### config.mk
export PLATFORM = sky130hd
export DESIGN_NAME = fetch_npc_unit
export DESIGN_NICKNAME = d
export VERILOG_FILES = /design/src/rtl/fetch_npc_unit_pkg.sv /design/src/rtl/fetch_npc_unit_npc_calc.sv /design/src/rtl/fetch_npc_unit.sv
export SDC_FILE = /design/constraint.sdc
export NUM_CORES = 1
export LEC_CHECK = 0
export CELL_PAD_IN_SITES_DETAIL_PLACEMENT = 0
export CELL_PAD_IN_SITES_GLOBAL_PLACEMENT = 1
export CORE_UTILIZATION = 36
export CTS_CLUSTER_SIZE = 40
export DETAILED_ROUTE_END_ITERATION = 8
export HOLD_SLACK_MARGIN = 0.12
export PLACE_DENSITY = 0.93
export SLEW_MARGIN = 5
export SYNTH_ARGS = -nofsm -noshare
export SYNTH_HDL_FRONTEND = slang
export SYNTH_SLANG_ARGS = --single-unit
export TNS_END_PERCENT = 100
### constraint.sdc
create_clock -name clk -period 5.53 [get_ports clk]
set_input_delay 0.8295 -clock clk [delete_from_list [all_inputs] [get_ports clk]]
set_output_delay 0.8295 -clock clk [all_outputs]
set_load 0.1 [all_outputs]
### src/rtl/fetch_npc_unit_pkg.sv
// Shared definitions for the fetch / next-PC stage.
//   - npc_sel_e     : controller next-PC select encodings
//   - fetch_state_e : fetch FSM state encodings
//   - RESET_PC_DEFAULT : default PC after reset
package fetch_npc_unit_pkg;

  localparam logic [31:0] RESET_PC_DEFAULT = 32'h0000_3000;

  typedef enum logic [2:0] {
    NPC_SEQ = 3'b000,
    NPC_BEQ = 3'b001,
    NPC_BNE = 3'b010,
    NPC_J   = 3'b011,
    NPC_JAL = 3'b100,
    NPC_JR  = 3'b101
  } npc_sel_e;

  typedef enum logic [1:0] {
    S_REQ  = 2'd0,
    S_EXEC = 2'd1,
    S_HALT = 2'd2
  } fetch_state_e;

endpackage

### src/rtl/fetch_npc_unit_npc_calc.sv
// Combinational next-PC calculator.
// Inputs : pc, instr, nPC_sel, zero, rs_data
// Outputs: npc (next PC candidate, mod 2^32), pc_plus4 (sequential PC / jal link)
module fetch_npc_unit_npc_calc
  import fetch_npc_unit_pkg::*;
(
  input  logic [31:0] pc,
  input  logic [31:0] instr,
  input  logic [2:0]  nPC_sel,
  input  logic        zero,
  input  logic [31:0] rs_data,
  output logic [31:0] npc,
  output logic [31:0] pc_plus4
);

  logic signed [31:0] br_off_s;
  logic        [31:0] br_target;
  logic        [31:0] jmp_target;
  logic               unused_opcode;

  // Opcode bits only matter to the decoder, not to target generation.
  assign unused_opcode = ^instr[31:26];

  assign pc_plus4   = pc + 32'd4;
  assign br_off_s   = {{14{instr[15]}}, instr[15:0], 2'b00};
  assign br_target  = pc_plus4 + $unsigned(br_off_s);
  assign jmp_target = {pc_plus4[31:28], instr[25:0], 2'b00};

  always_comb begin
    npc = pc_plus4;
    case (nPC_sel)
      NPC_BEQ: npc = zero  ? br_target : pc_plus4;
      NPC_BNE: npc = !zero ? br_target : pc_plus4;
      NPC_J,
      NPC_JAL: npc = jmp_target;
      NPC_JR:  npc = rs_data;
      default: npc = pc_plus4;  // seq, plus the unused 110/111 codes
    endcase
  end

endmodule

### src/rtl/fetch_npc_unit.sv
// Instruction fetch and next-PC stage.
// Fetches the word at pc over a req/ready handshake (S_REQ), presents it for
// one execute window (S_EXEC, extendable by stall), then commits the next PC
// and bumps the retired counter. A misaligned next PC (only reachable via jr)
// parks the unit in S_HALT until reset.
// Ports:
//   clk, reset                  : clock, synchronous active-high reset
//   imem_req/imem_addr          : fetch request and byte address (= pc)
//   imem_ready/imem_rdata       : memory response
//   instr/instr_valid           : current instruction and execute window flag
//   stall                       : hold the execute window
//   nPC_sel/zero/rs_data        : next-PC control inputs
//   pc/pc_plus4                 : current PC and jal link value
//   retired                     : committed instruction count (wraps)
//   halted                      : sticky misaligned-target flag
module fetch_npc_unit
  import fetch_npc_unit_pkg::*;
#(
  parameter logic [31:0] RESET_PC = RESET_PC_DEFAULT,
  parameter int          CNT_W    = 32
) (
  input  logic             clk,
  input  logic             reset,
  output logic             imem_req,
  output logic [31:0]      imem_addr,
  input  logic             imem_ready,
  input  logic [31:0]      imem_rdata,
  output logic [31:0]      instr,
  output logic             instr_valid,
  input  logic             stall,
  input  logic [2:0]       nPC_sel,
  input  logic             zero,
  input  logic [31:0]      rs_data,
  output logic [31:0]      pc,
  output logic [31:0]      pc_plus4,
  output logic [CNT_W-1:0] retired,
  output logic             halted
);

  fetch_state_e     state_q, state_d;
  logic [31:0]      pc_q, pc_d;
  logic [31:0]      instr_q, instr_d;
  logic [CNT_W-1:0] retired_q, retired_d;
  logic             halted_q, halted_d;
  logic [31:0]      npc;

  fetch_npc_unit_npc_calc u_npc_calc (
    .pc       (pc_q),
    .instr    (instr_q),
    .nPC_sel  (nPC_sel),
    .zero     (zero),
    .rs_data  (rs_data),
    .npc      (npc),
    .pc_plus4 (pc_plus4)
  );

  always_comb begin
    state_d   = state_q;
    pc_d      = pc_q;
    instr_d   = instr_q;
    retired_d = retired_q;
    halted_d  = halted_q;
    case (state_q)
      S_REQ: begin
        if (imem_ready) begin
          instr_d = imem_rdata;
          state_d = S_EXEC;
        end
      end
      S_EXEC: begin
        if (!stall) begin
          if (npc[1:0] != 2'b00) begin
            // Misaligned target: freeze pc/retired and stop fetching.
            halted_d = 1'b1;
            state_d  = S_HALT;
          end else begin
            pc_d      = npc;
            retired_d = retired_q + CNT_W'(1);
            state_d   = S_REQ;
          end
        end
      end
      S_HALT:  state_d = S_HALT;
      default: state_d = S_REQ;
    endcase
  end

  always_ff @(posedge clk) begin
    if (reset) begin
      state_q   <= S_REQ;
      pc_q      <= RESET_PC;
      instr_q   <= 32'd0;
      retired_q <= '0;
      halted_q  <= 1'b0;
    end else begin
      state_q   <= state_d;
      pc_q      <= pc_d;
      instr_q   <= instr_d;
      retired_q <= retired_d;
      halted_q  <= halted_d;
    end
  end

  // Request is masked while reset is held so nothing is fetched mid-reset.
  assign imem_req    = (state_q == S_REQ) && !reset;
  assign imem_addr   = pc_q;
  assign instr_valid = (state_q == S_EXEC);
  assign instr       = instr_q;
  assign pc          = pc_q;
  assign retired     = retired_q;
  assign halted      = halted_q;

endmodule

==> metrics.md, run 1 <==
| Metric | Value |
|---|---|
| Status | `completed` |
| EDFF count, synth | `0` |
| Vias in the first global route | `approximately 6800` |
| Fin. Hold Viols | `0` |
| Worst path required time | `approximately 4700 ps` |
| Crit Path Max Fanout | `9` |
| Total gr overflow | `0` |
| Async SR Flop Fraction | `0%` |
| Post-DR wirelength/cell | `between 15 and 20 um` |
| Post-synth top area share | `28.4%` |
| Post-synth top area cell | `dfxtp_1` |
| Worst hold slack | `approximately 450 ps` |
| Hold_buf cts | `0` |
| DRT antenna net count | `0` |
| First-pass GRT wire length | `37400 um` |
| Cells after Synth | `about 900` |
| Final Setup Violations | `0` |
| Clk root buf | `clkbuf_16` |
| Max Transition Viols Final | `0` |
| Antenna Cells | `0` |
| Worst Setup End Kind | `output port` |
| Slowest cell on crit path | `clkdlybuf4s50_1` |
| Drt first pass iters | `5` |
| Lkg Pwr | `roughly 3.7 nW` |
| Area contributors post-synth | `dfxtp_1 28%, ha_1 7.0%, nand2_1 6.7%, a21oi_1 6.4%, xnor2_1 5.6%` |
| RSZ-0062 raised after global routing | `no` |
| Post-route minimum period | `around 4500 ps` |
| Drt drc | `0` |
| Antenna violations before repair | `0` |
| Synth-to-layout area growth | `38.7%` |
| Total Power | `approximately 2.2 mW` |
| Vias/cell | `5.52` |
| Core area | `approximately 19000 sq um` |
| Routability cong. | `0.948` |
| Share of the yosys chip area belonging to registers | `28.4%` |
| Synth Flop Type | `dfxtp_1` |
| Post-synthesis sequential element count | `99` |
| Fillcell total | `1862` |
| Area of the die | `20000 sq um` |
| Synthesized area | `~7000 sq um` |
| Fraction of layout cells with a size suffix above 1 | `approximately 6.3%` |
| Mean Syn Cell Area | `slightly below 8 sq um` |
| Tcrit/Tclk final | `between 80% and 90%` |
| MaxCap Viol Count | `0` |
| Starting Density | `37.0%` |
| Std cell rows | `50` |
| Crit path cell chain | `ha_1 > and2_1 > nand4_1 > nor3_1 > nand3_1 > xnor2_2 > clkdlybuf4s50_1` |
| Setup crit start kind | `flop` |
| Crit path buffers/inverters | `1` |
| Hpwl dp | `17900 um` |
| Setup TNS Final | `0 ps` |
| Top Ports | `around 240` |
| Die height | `141 um` |
| CP top delay family | `simple AND/OR/NAND/NOR gates` |
| TritonCTS clock tree | `built` |
| Type of the most critical hold path | `reg2reg` |
| Ys Warns | `0` |
| Final #Nets | `1180` |
| Worst-Margin Slew | `1030 ps` |
| Post_cts resized | `0` |
| Critical path's largest stage delay | `between 1000 and 1500 ps` |
| Longest Clk Path Bufs | `2` |
| Fmax | `221 MHz` |
| # clock sinks | `between 90 and 100` |
| Final setup skew | `approximately 5 ps` |
| Flop2flop setup slack | `between 1000 and 1500 ps` |
| Clk slew on worst S/H paths | `around 70 ps` |
| Total Routing Usage GR | `24.0%` |
| Max rail drop VDD | `0.158 mV` |
| Mapped Nets | `a little over 1000` |
| Final wirelength | `24200 um` |
| Crit path kind | `reg2out` |
| Port bufs | `between 200 and 250` |
| Slew HR | `31.1%` |
| Synth cell types | `75` |
| Maximum number of pins on one net before global-route repair | `71` |
| Total number of H-tree levels | `3` |
| Via count | `around 7400` |
| Post-CTS setup buffers | `0` |
| Power Dens Cells | `approximately 230 nW/um^2` |
| Clock Latency Late Sink | `~350 ps` |
| Die Width | `roughly 140 um` |
| CP Data Arrival Time | `3700 ps` |
| TritonCTS Buffers | `9` |
| DRT iter0 DRCs | `around 500` |
[per-layer routing]
layer	wire length, um	part of all wire (%)	GRT usage, %	vias up
li1	-	-	-	3567
met1	10800	45	31.7	3500
met2	11000	45	38.3	255
met3	1920	7.9	6.11	30
met4	461	1.9	7.55	0
met5	0	0	0	-
[stage by stage]
stage          utilization [%]  instances  setup WS (ps)  instance area, sq um
2_1_floorplan                -        896           14.5                  7140
4_1_cts                   51.3       1332            983                  9690
6_report                  51.3       1332           1000                  9690
3_5_place_dp              49.9       1317           1350                  9420
3_3_place_gp              49.9       1317           1400                  9420
5_1_grt                   51.3       1332            750                  9690
[layout by cell type (no fill, tap or decap), drive strengths merged, types with 6 or more instances in the layout]
master         count
and4               6
nand4             14
o21ai             37
a311oi             8
nor3              25
and2               8
o21a               6
nand2            125
xor2              23
nand3b             6
nor2              73
clkdlybuf4s50    233
a21o              14
and3              20
xnor2             45
nand3             23
dfxtp             99
a221o             11
a31oi              8
or3               14
inv               18
clkbuf            10
a222oi            11
a221oi            13
nand2b             6
o21bai             6
buf                9
a21oi             89
ha                39
[registers in the layout, summed over array words and instances (netlist names)]
register / cells
halted: 1
imem_addr: 32
instr: 32
retired: 32
state_q: 2
[cell usage after synthesis (4+ instances only)]
library cell	count
nand2_1	125
dfxtp_1	99
a21oi_1	89
nor2_1	73
xnor2_1	45
ha_1	39
o21ai_0	35
buf_4	34
clkbuf_1	33
nor3_1	24
nand3_1	23
xor2_1	23
and3_1	19
inv_1	16
a221oi_1	13
nand4_1	13
or3_1	13
a21o_1	11
a221o_1	11
a222oi_1	11
a311oi_1	8
and2_1	8
a31oi_1	7
buf_2	7
and4_1	6
nand2b_1	6
nand3b_1	6
o21a_1	6
o21bai_1	6
nor2b_1	5
o31ai_1	5
buf_1	4
mux2i_1	4
nor3b_1	4
o211ai_1	4
[power by group]
part	internal, mW	switching [mW]
combinational	0.224	0.572
sequential	0.740	0.0447
clock	0.306	0.304
[worst reg2reg max path: stages (launching register included)]
cell	delay, ps
dfxtp_1	450
and3_1	350
nand4_4	260
nor2_1	330
and2_1	220
and4_1	250
xor2_2	250
ha_1	330
a21o_2	230
a21o_1	200
a311o_1	260
o21ai_0	140
o31ai_1	210
or4_1	500
a31oi_1	160
[final timing paths]
| kind | depth (start not counted) | startpoint | endpoint |
|---|---|---|---|
| hold / removal | 2 | instr[28] | instr[28] |
| setup reg to reg | 14 | imem_addr[6] | imem_addr[30] |
| setup / recovery | 7 | imem_addr[2] | pc_plus4[30] |
| hold reg to reg | 2 | instr[28] | instr[28] |
[cells by family (layout without fill, tap and decap cells)]
| kind of cell | count (synthesis) | after routing | synth area share, % |
|---|---|---|---|
| AO/OA/AOI/OAI | 245 | 245 | 23.9 |
| XOR/XNOR | 68 | 68 | 8.53 |
| adder cells (fa/ha/maj) | 40 | 40 | 7.27 |
| buffers and inverters | 97 | 273 | 7.43 |
| flip-flops | 99 | 99 | 28.4 |
| multiplexers | 6 | 6 | 0.896 |
| AND/OR/NAND/NOR | 341 | 341 | 23.6 |
[layout make-up]
| type | count | area (sq um) | share of cell area [%] |
|---|---|---|---|
| inverter | 16 | 60.1 | 0.620 |
| clock buffer | 10 | 229 | 2.36 |
| clock inverter | 5 | 37.5 | 0.387 |
| timing repair buffer | 242 | 2400 | 24.8 |
| sequential | 99 | 1980 | 20.5 |
| multi-input combinational | 700 | 4650 | 48.0 |
| tap | 260 | 325 | 3.36 |
No activity file was read; power rests on OpenSTA's default activity.
==> inputs of run 2 (changes only) <==
- CORE_UTILIZATION: 36 -> 33
- PLACE_DENSITY: 0.93 -> 0.87
- clock period: 5.53 -> 4.2 ns (I/O delays scaled with it)
==> run 2 against run 1 <==
Total power grew 37%; critical path depth grew 7; via count is 0.79% higher; sequential share of layout area down 0.18 points; first-iteration DRC count is 12% lower; highest routed layer unchanged.
==> metrics.md, run 2 (synthesis gave the netlist of run 1 again) <==
| Metric | Value |
|---|---|
| Crit path kind | `reg2reg` |
| Synth-to-layout area growth | `44.8%` |
| Antenna violations before repair | `1 (+1)` |
| Power Dens Cells | `298 nW/um^2 (+32%)` |
| Area of the die | `21800 sq um (+9.0%)` |
| Setup TNS Final | `0 ps (unchanged)` |
| # clock sinks | `99 (unchanged)` |
| DRT antenna net count | `0 (unchanged)` |
| Final #Nets | `1187 (+0.59%)` |
| Worst path required time | `4500 ps (-200 ps)` |
| Post-layout util | `49.4% (-1.9 points)` |
| Drt drc | `0 (unchanged)` |
| Drt first pass iters | `6 (+1)` |
| Flop2flop setup slack | `380 ps (-940 ps)` |
| Commonest cells after routing, fill and taps aside | `210 x clkdlybuf4s50_1, 125 x nand2_1, 87 x a21oi_1` |
| Fraction of layout cells with a size suffix above 1 | `13.0% (+6.7 points)` |
| Via count | `7410 (+0.79%)` |
| TritonCTS clock tree | `built` |
| TritonCTS Buffers | `9 (unchanged)` |
| Post-route minimum period | `3820 ps` |
| GRT busiest layer | `met2` |
| Starting Density | `34.1% (-2.9 points)` |
| Lkg Pwr | `3.85 nW (+4.6%)` |
| Post-DR wirelength/cell | `18.5 um (+2.1%)` |
| Total gr overflow | `0 (unchanged)` |
| Final Setup Violations | `0 (unchanged)` |
| Max Transition Viols Final | `0 (unchanged)` |
| RSZ-0062 raised after global routing | `no` |
| Most common cell after layout, fill and taps aside | `clkdlybuf4s50_1` |
| First-pass GRT wire length | `39300 um (+5.0%)` |
| Port bufs | `234 (unchanged)` |
| Fin. Hold Viols | `0 (unchanged)` |
| Worst hold slack | `457 ps (+3.86 ps)` |
| Worst-Margin Slew | `1090 ps (+64.3 ps)` |
| Crit Path Max Fanout | `9 (unchanged)` |
| Hold Crit Depth | `2 (unchanged)` |
| Slew HR | `27.0% (-4.1 points)` |
| CP Data Arrival Time | `4120 ps (+420 ps)` |
| Final setup skew | `11.1 ps (+6.19 ps)` |
| Die height | `147 um (+4.4%)` |
| Tcrit/Tclk final | `90.9%` |
| MaxCap Viol Count | `0 (unchanged)` |
| Std cell rows | `52 (+4.0%)` |
| Max rail drop VDD | `0.175 mV (+11%)` |
| Final wirelength | `25000 um (+3.5%)` |
| Met1 usage | `30.8% (-0.87 points)` |
| Hpwl dp | `18600 um (+3.9%)` |
| Core area | `20500 sq um (+8.5%)` |
| Area occupied by multi-input gates | `4960 sq um (+6.6%)` |
| Total Routing Usage GR | `23.0% (-1.0 points)` |
| Sequential cell area | `2050 sq um (+3.5%)` |
| Clock Latency Late Sink | `360 ps (about the same)` |
| Top Ports | `235 (unchanged)` |
| Vias in the first global route | `7014 (+3.2%)` |
| Vias/cell | `5.48 (-0.63%)` |
| Type of the most critical hold path | `reg2reg` |
| Worst Setup End Kind | `flop` |
| Routability cong. | `0.905 (-4.5%)` |
| Clk slew on worst S/H paths | `80 ps (about the same)` |
| Maximum number of pins on one net before global-route repair | `55 (-23%)` |
| Met2 usage | `38.0% (-0.33 points)` |
| Status | `completed` |
| Setup crit start kind | `flop` |
| DRT iter0 DRCs | `444 (-12%)` |
| Fmax | `~260 MHz` |
| Die Width | `147 um (+4.4%)` |
| Reg2reg path depth | `14 (unchanged)` |
| Longest Clk Path Bufs | `2 (unchanged)` |
| DP Worst Slack | `380 ps (-965 ps)` |
| Clk root buf | `clkbuf_16` |
| Total number of H-tree levels | `3 (unchanged)` |
| Fillcell total | `1978 (+6.2%)` |
| Met3 Use GR | `4.26% (-1.8 points)` |
| Total Power | `3.01 mW (+37%)` |
| Final worst slack | `382 ps (-619 ps)` |
| Hold_buf cts | `0 (unchanged)` |
## run 2: changes by cell type in the layout (fill, tap and decap cells not counted), sizes merged
cell           delta
clkbuf            -1
inv               +2
clkdlybuf4s50    -23
diode             +1
clkinvlp          -1
bufinv            +1
buf              +30
## run 2: what timing repair did
action	CTS	global route
gates resized for setup	0	1
setup buffers	0	0
setup endpoints to repair	0	1
## run 2: worst paths after layout
kind / from / end
hold reg to reg: instr[28] / instr[28]
setup reg to reg: imem_addr[2] / imem_addr[30]
hold / removal: instr[28] / instr[28]
setup / recovery: imem_addr[2] / imem_addr[30]
## run 2: area by class of cell
cell class	instances	area share [%]
multi-input combinational	700	49.0
timing repair buffer	249	23.7
sequential	99	20.3
tap	270	3.34
clock buffer	9	2.23
clock inverter	7	0.829
inverter	16	0.594
antenna	1	0.0247
## run 2: layer usage
| layer | wire (um) | share of wire, % | vias to the layer above |
|---|---|---|---|
| li1 | - | - | 3593 |
| met3 | 1460 | 5.8 | 26 |
| met5 | 0 | 0 | - |
| met1 | 11200 | 45 | 3553 |
| met4 | 383 | 1.5 | 0 |
| met2 | 12000 | 48 | 238 |
## run 2: report_power, final
part / switching, mW / total, mW / internal, mW
clock network: 0.436 / 0.912 / 0.476
logic: 0.759 / 1.06 / 0.306
registers: 0.0639 / 1.03 / 0.971
total: 1.26 / 3.01 / 1.75
## run 2: through the flow
stage / cells / instance area (sq um)
finish: 1351 / 10100
CTS: 1350 / 10100
floorplan: 896 / 7520
global route: 1351 / 10100
detailed placement: 1334 / 9800
global placement: 1334 / 9800
## run 2: worst max-delay path, cell delays in order, from the launching register on
cell	delay, ps
dfxtp_4	390
ha_1	300
and2_1	190
nand4_1	240
inv_1	210
nand4_1	230
xnor2_4	210
ha_1	200
a21oi_1	250
o21ai_0	130
a211o_2	330
a2111oi_4	370
o31ai_2	150
or4_1	420
a31oi_1	130
==> inputs of run 3 (changes only) <==
- ABC_CLOCK_PERIOD_IN_PS: unset -> 4200
==> results of run 3 <==
Final layout, timing and power as in run 2 (identical DEF).
==> RTL edit 1 (flow settings as in run 3) <==
Change the parameter `CNT_W` from 32 to 64.
--- a/src/rtl/fetch_npc_unit.sv
+++ b/src/rtl/fetch_npc_unit.sv
@@ -19,3 +19,3 @@
   parameter logic [31:0] RESET_PC = RESET_PC_DEFAULT,
-  parameter int          CNT_W    = 32
+  parameter int          CNT_W    = 64
 ) (
Interface: changed (resized retired); port bits go from 235 to 267. The function was not compared with the original's and may differ.
==> RTL edit 1 against run 3 <==
Global-route usage fell by 1.2 points; synthesized area rose by 19%; power rose by 30%; design area rose by 19%; setup slack improved by 0.034 ns; wire length rose by 14%; combinational power fell by 4%; sequential cell count rose by 32.
==> RTL edit 1: results (changes against run 3) <==
finish:
  fin_area_um2: 12100  # +19%
  final_net_count: 1370  # +15%
  layout-drive-gt1-share_pct: 11.9  # -1.0 points
  fillers: 2311  # +17%
clocking:
  clock_latency_ns: 0.42  # +0.06 ns
  h-tree-depth: 4  # +1
logic_synthesis:
  synth_nets: 1147  # +14%
  ys_types: 71  # -5.3%
  ys_top_cells_by_area: "dfxtp_1 32%, xor2_1 5.4%, nor2_1 5.3%"
  ys_seq_area_share_pct: 31.6  # +3.3 points
  yosys_warnings: 0  # unchanged
  yosys-top-cells-count: "131 x dfxtp_1, 117 x nor2_1, 115 x nand2_1"
  syn_inst: 1039  # +16%
placement:
  dpl.hpwl_mm: 21.2  # +14%
  place_congestion: 0.876  # -3.2%
  portBuffers: 266  # +14%
  placed_area_um2: 11500  # +17%
  post-place-ws_ns: 0.395  # +0.0147 ns
worst_setup_path:
  worst_r2r_path_depth: 13  # -1
  slowest_stage: "dfxtp_4"
  arrival_ns: 4.09  # -0.03 ns
power_and_ir_drop:
  p_leak_nw: 4.58  # +19%
  ir_drop_uv: 214  # +22%
  p_int_mw: 2.44  # +39%
timing:
  setup_viol: 0  # unchanged
  clock_skew_ns: 0.0112  # +0.000106 ns
  tightest_slew_ns: 1.08  # -0.0120 ns
global_routing:
  grt_use_total_pct: 21.8  # -1.2 points
  grt_pass1_wl_mm: 44.4  # +13%
  antenna_found_initial: 3  # +2
  grt_max_degree: 73  # +33%
  grt_pass1_vias: 7962  # +14%
drt:
  wl_mm: 28.5  # +14%
  drt_iter0_markers: 505  # +14%
  avgViaCountPerCell: 5.28  # -3.8%
  firstDrtPassIters: 5  # -1
outcome:
  status: "finished, final reports clean"
==> RTL edit 1: cell count changes in the layout (fill, tap and decap cells not counted), moves of 12 or more <==
cell	delta
clkdlybuf4s50_1	+33
dfxtp_1	+38
nand3_1	+17
nand4_1	+12
nor2_1	+44
xor2_1	+25
==> RTL edit 1: what timing repair did <==
item | in CTS | in global routing
gates resized for setup | 0 | 1
setup endpoints to repair | 0 | 1
setup buffers | 0 | 0
==> RTL edit 1: power by group through the flow <==
stage / clock network [mW] / registers [mW] / logic [mW]
detailed placement: 0 / 1.36 / 1.02
CTS: 1.61 / 1.33 / 1.02
floorplan: 0 / 1.59 / 0.517
global placement: 0 / 1.36 / 1.02
global route: 1.66 / 1.34 / 1.07
finish: 1.57 / 1.33 / 1.02
==> RTL edit 1: layout make-up <==
type	count	area share, %
multi-input cells	807	46.1
repair buffers	283	22.6
flip-flops and latches	131	22.2
clock buffers	18	3.73
well taps	324	3.35
clock inverters	14	1.29
inverters	22	0.714
diodes	1	0.0207
==> RTL edit 1: kinds of logic (layout without fill, tap and decap cells) <==
kind of cell	after synthesis	after routing	synth area share, %
compound gates	246	246	20.1
xor+xnor	96	96	10.1
fa+ha+maj	36	36	5.52
buf+inv	101	337	6.16
flops	131	131	31.6
mux	1	1	0.136
other cells	0	1	0
simple gates	428	428	26.3
==> RTL edit 1: path summary, 6_finish.rpt <==
path                                   start       endpoint  slack, ns
worst max register to register  imem_addr[4]  imem_addr[29]       0.42
worst min-delay path               instr[30]      instr[30]       0.46
worst max-delay path            imem_addr[4]  imem_addr[29]       0.42
worst min register to register     instr[30]      instr[30]       0.46
==> RTL edit 1: per-layer routing <==
metal,part of all wire (%),global-route usage [%]
met1,44,27.5
met2,48,37.3
met3,6.5,5.50
met4,0.88,4.63
met5,0.11,0
==> RTL edit 2 (config.mk and constraints of run 3) <==
Without the edit above. Take the reset off `instr_q` and load it in a clocked block of its own.
--- a/src/rtl/fetch_npc_unit.sv
+++ b/src/rtl/fetch_npc_unit.sv
@@ -91,3 +91,2 @@
       pc_q      <= RESET_PC;
-      instr_q   <= 32'd0;
       retired_q <= '0;
@@ -97,3 +96,2 @@
       pc_q      <= pc_d;
-      instr_q   <= instr_d;
       retired_q <= retired_d;
@@ -101,2 +99,6 @@
     end
+  end
+
+  always_ff @(posedge clk) begin
+    instr_q <= instr_d;
   end
Function: changed (Yosys sat finds a counterexample within 4 cycles, from zero or initial values and one cycle with reset high).
==> RTL edit 2 against run 3 <==
Via count decreased by 6.4%; sequential power rose by 7%; count of clock-buffer cells in the layout did not move; first-iteration DRC count up 12%; wire length decreased by 5.2%; combinational power is 12% higher; power increased by 5.6%; synthesized cell count fell by 10%; setup slack got worse by 0.085 ns; sequential cell count unchanged; design area up 0.77%; synthesized area down 1.7%.
==> RTL edit 2: results (changes against run 3) <==
drt:
  num_vias: 6936  # -6.4%
  drt_iter0_markers: 497  # +12%
  firstDrtPassIters: 7  # +1
  post_drt_wl_per_cell_um: 18.6  # +0.48%
  avgViaCountPerCell: 5.44  # -0.82%
logic_synthesis:
  yosys_most_used_dff: "dfxtp_1"
  ys_top_cells_by_area: "dfxtp_1 20%, edfxtp_1 14%, ha_1 7.1%"
  ys_seq_area_share_pct: 33.5  # +5.2 points
  yosys_warnings: 0  # unchanged
  ys_types: 64  # -15%
  synth_nets: 914  # -9.3%
  yosys-top-cells-count: "86 x nor2_1, 67 x dfxtp_1, 65 x nand2_1"
  syn_inst: 802  # -10%
  async_reset_ff_share_pct: 0  # unchanged
  synth-edff-count: 32  # +32
placement:
  dpl.hpwl_mm: 18.0  # -3.2%
  place_congestion: 0.893  # -1.4%
  place_inst: 1257  # -5.8%
  placed_area_um2: 9850  # +0.54%
global_routing:
  antenna_found_initial: 0  # -1
  grt_use_total_pct: 22.2  # -0.80 points
  grt_pass1_vias: 6560  # -6.5%
  grt_max_degree: 42  # -24%
  grt_pass1_wl_mm: 37.3  # -5.0%
power_and_ir_drop:
  ir_drop_uv: 196  # +12%
  p_leak_nw: 3.83  # -0.43%
  swShare_pct: 42.8  # +0.99 points
timing:
  clock_skew_ns: 0.0129  # +0.00187 ns
  tightest_slew_ns: 1.07  # -0.0212 ns
clocking:
  clkTransAtPathRegs_ns: 0.08  # about the same
  cts_buffers: 9  # unchanged
  h-tree-depth: 3  # unchanged
  clock_latency_ns: 0.36  # about the same
finish:
  antenna_cells: 0  # -1
  fillers: 1893  # -4.3%
  final_net_count: 1112  # -6.3%
  layout-drive-gt1-share_pct: 14.4  # +1.5 points
worst_setup_path:
  slowest_stage: "a211oi_1"
  crit_path_max_incr_delay_ns: 0.46  # +0.04 ns
  arrival_ns: 4.12  # about the same
  path_max_fanout: 8  # -1
  critPathTopFamily: "compound AO/OA/AOI/OAI gates"
outcome:
  status: "finished, final reports clean"
## RTL edit 2: cell count changes in the layout (fill, tap and decap cells not counted), moves of 6 or more
cell / delta
ha_1: -7
nand3_1: +9
nand2_1: -62
xor2_1: +13
buf_4: +6
nor2_1: +11
ha_4: +7
edfxtp_1: +32
dfxtp_1: -30
nor3_1: -11
and3_1: -6
a21oi_1: -30
## RTL edit 2: final cells by class
cell class	instances	area (um2)	share of cell area [%]
clock inverter	7	86.3	0.847
tap	270	338	3.31
clock buffer	9	225	2.21
timing repair buffer	254	2420	23.8
sequential	99	2370	23.2
multi-input combinational	615	4670	45.9
inverter	21	78.8	0.773
## RTL edit 2: cell families after synthesis
family,share of synthesized area [%]
AO/OA/AOI/OAI,20.2
buffers and inverters,6.72
flip-flops,33.5
AND/OR/NAND/NOR,21.3
adder cells (fa/ha/maj),7.40
XOR/XNOR,9.57
multiplexers,1.24
## RTL edit 2: worst register-to-register path, cell delays in order (launching register included)
cell and delay (ns):
dfxtp_4 0.42, nand4_1 0.27, nor4_2 0.30, buf_4 0.18, nand3_1 0.19, xnor2_4 0.20
ha_1 0.42, nand2_1 0.10, o21ai_0 0.34, o211ai_1 0.13, a21oi_1 0.23, a211oi_2 0.12
a211oi_1 0.46, o41ai_1 0.14, o211ai_1 0.19, a21oi_1 0.08
## RTL edit 2: layer usage
layer	global-route usage [%]	wire (um)	vias up
li1	-	-	3330
met1	29.7	10400	3300
met2	36.2	11300	279
met3	4.50	1650	27
met4	6.04	384	0
met5	0	0	-
## RTL edit 2: path summary, 6_finish.rpt
| path | slack, ns | from | cells after the start | to |
|---|---|---|---|---|
| setup / recovery | 0.30 | imem_addr[9] | 15 | imem_addr[31] |
| setup reg to reg | 0.30 | imem_addr[9] | 15 | imem_addr[31] |
| hold reg to reg | 0.45 | halted | 2 | halted |
| hold / removal | 0.45 | halted | 2 | halted |
## RTL edit 2: stage by stage
| step | utilization (%) | setup slack, ns |
|---|---|---|
| 6_report | 50.2 | 0.298 |
| 5_1_grt | 50.2 | 0.000703 |
| 4_1_cts | 50.1 | 0.203 |
| 3_5_place_dp | 48.5 | 0.254 |
| 3_3_place_gp | 48.5 | 0.359 |
| 2_1_floorplan | - | -0.00458 |
## RTL edit 2: power groups by stage
stage               combinational (mW)  clock (mW)  sequential [mW]
floorplan                        0.634           0             1.37
global placement                  1.18           0             1.12
detailed placement                1.18           0             1.12
CTS                               1.19       0.916             1.10
global route                      1.25       0.946             1.10
finish                            1.19       0.891             1.10
## RTL edit 2: timing repair
action / in CTS / in global routing
gates resized for setup: 0 / 3
endpoints found under the setup margin: 0 / 1
setup buffers: 0 / 2
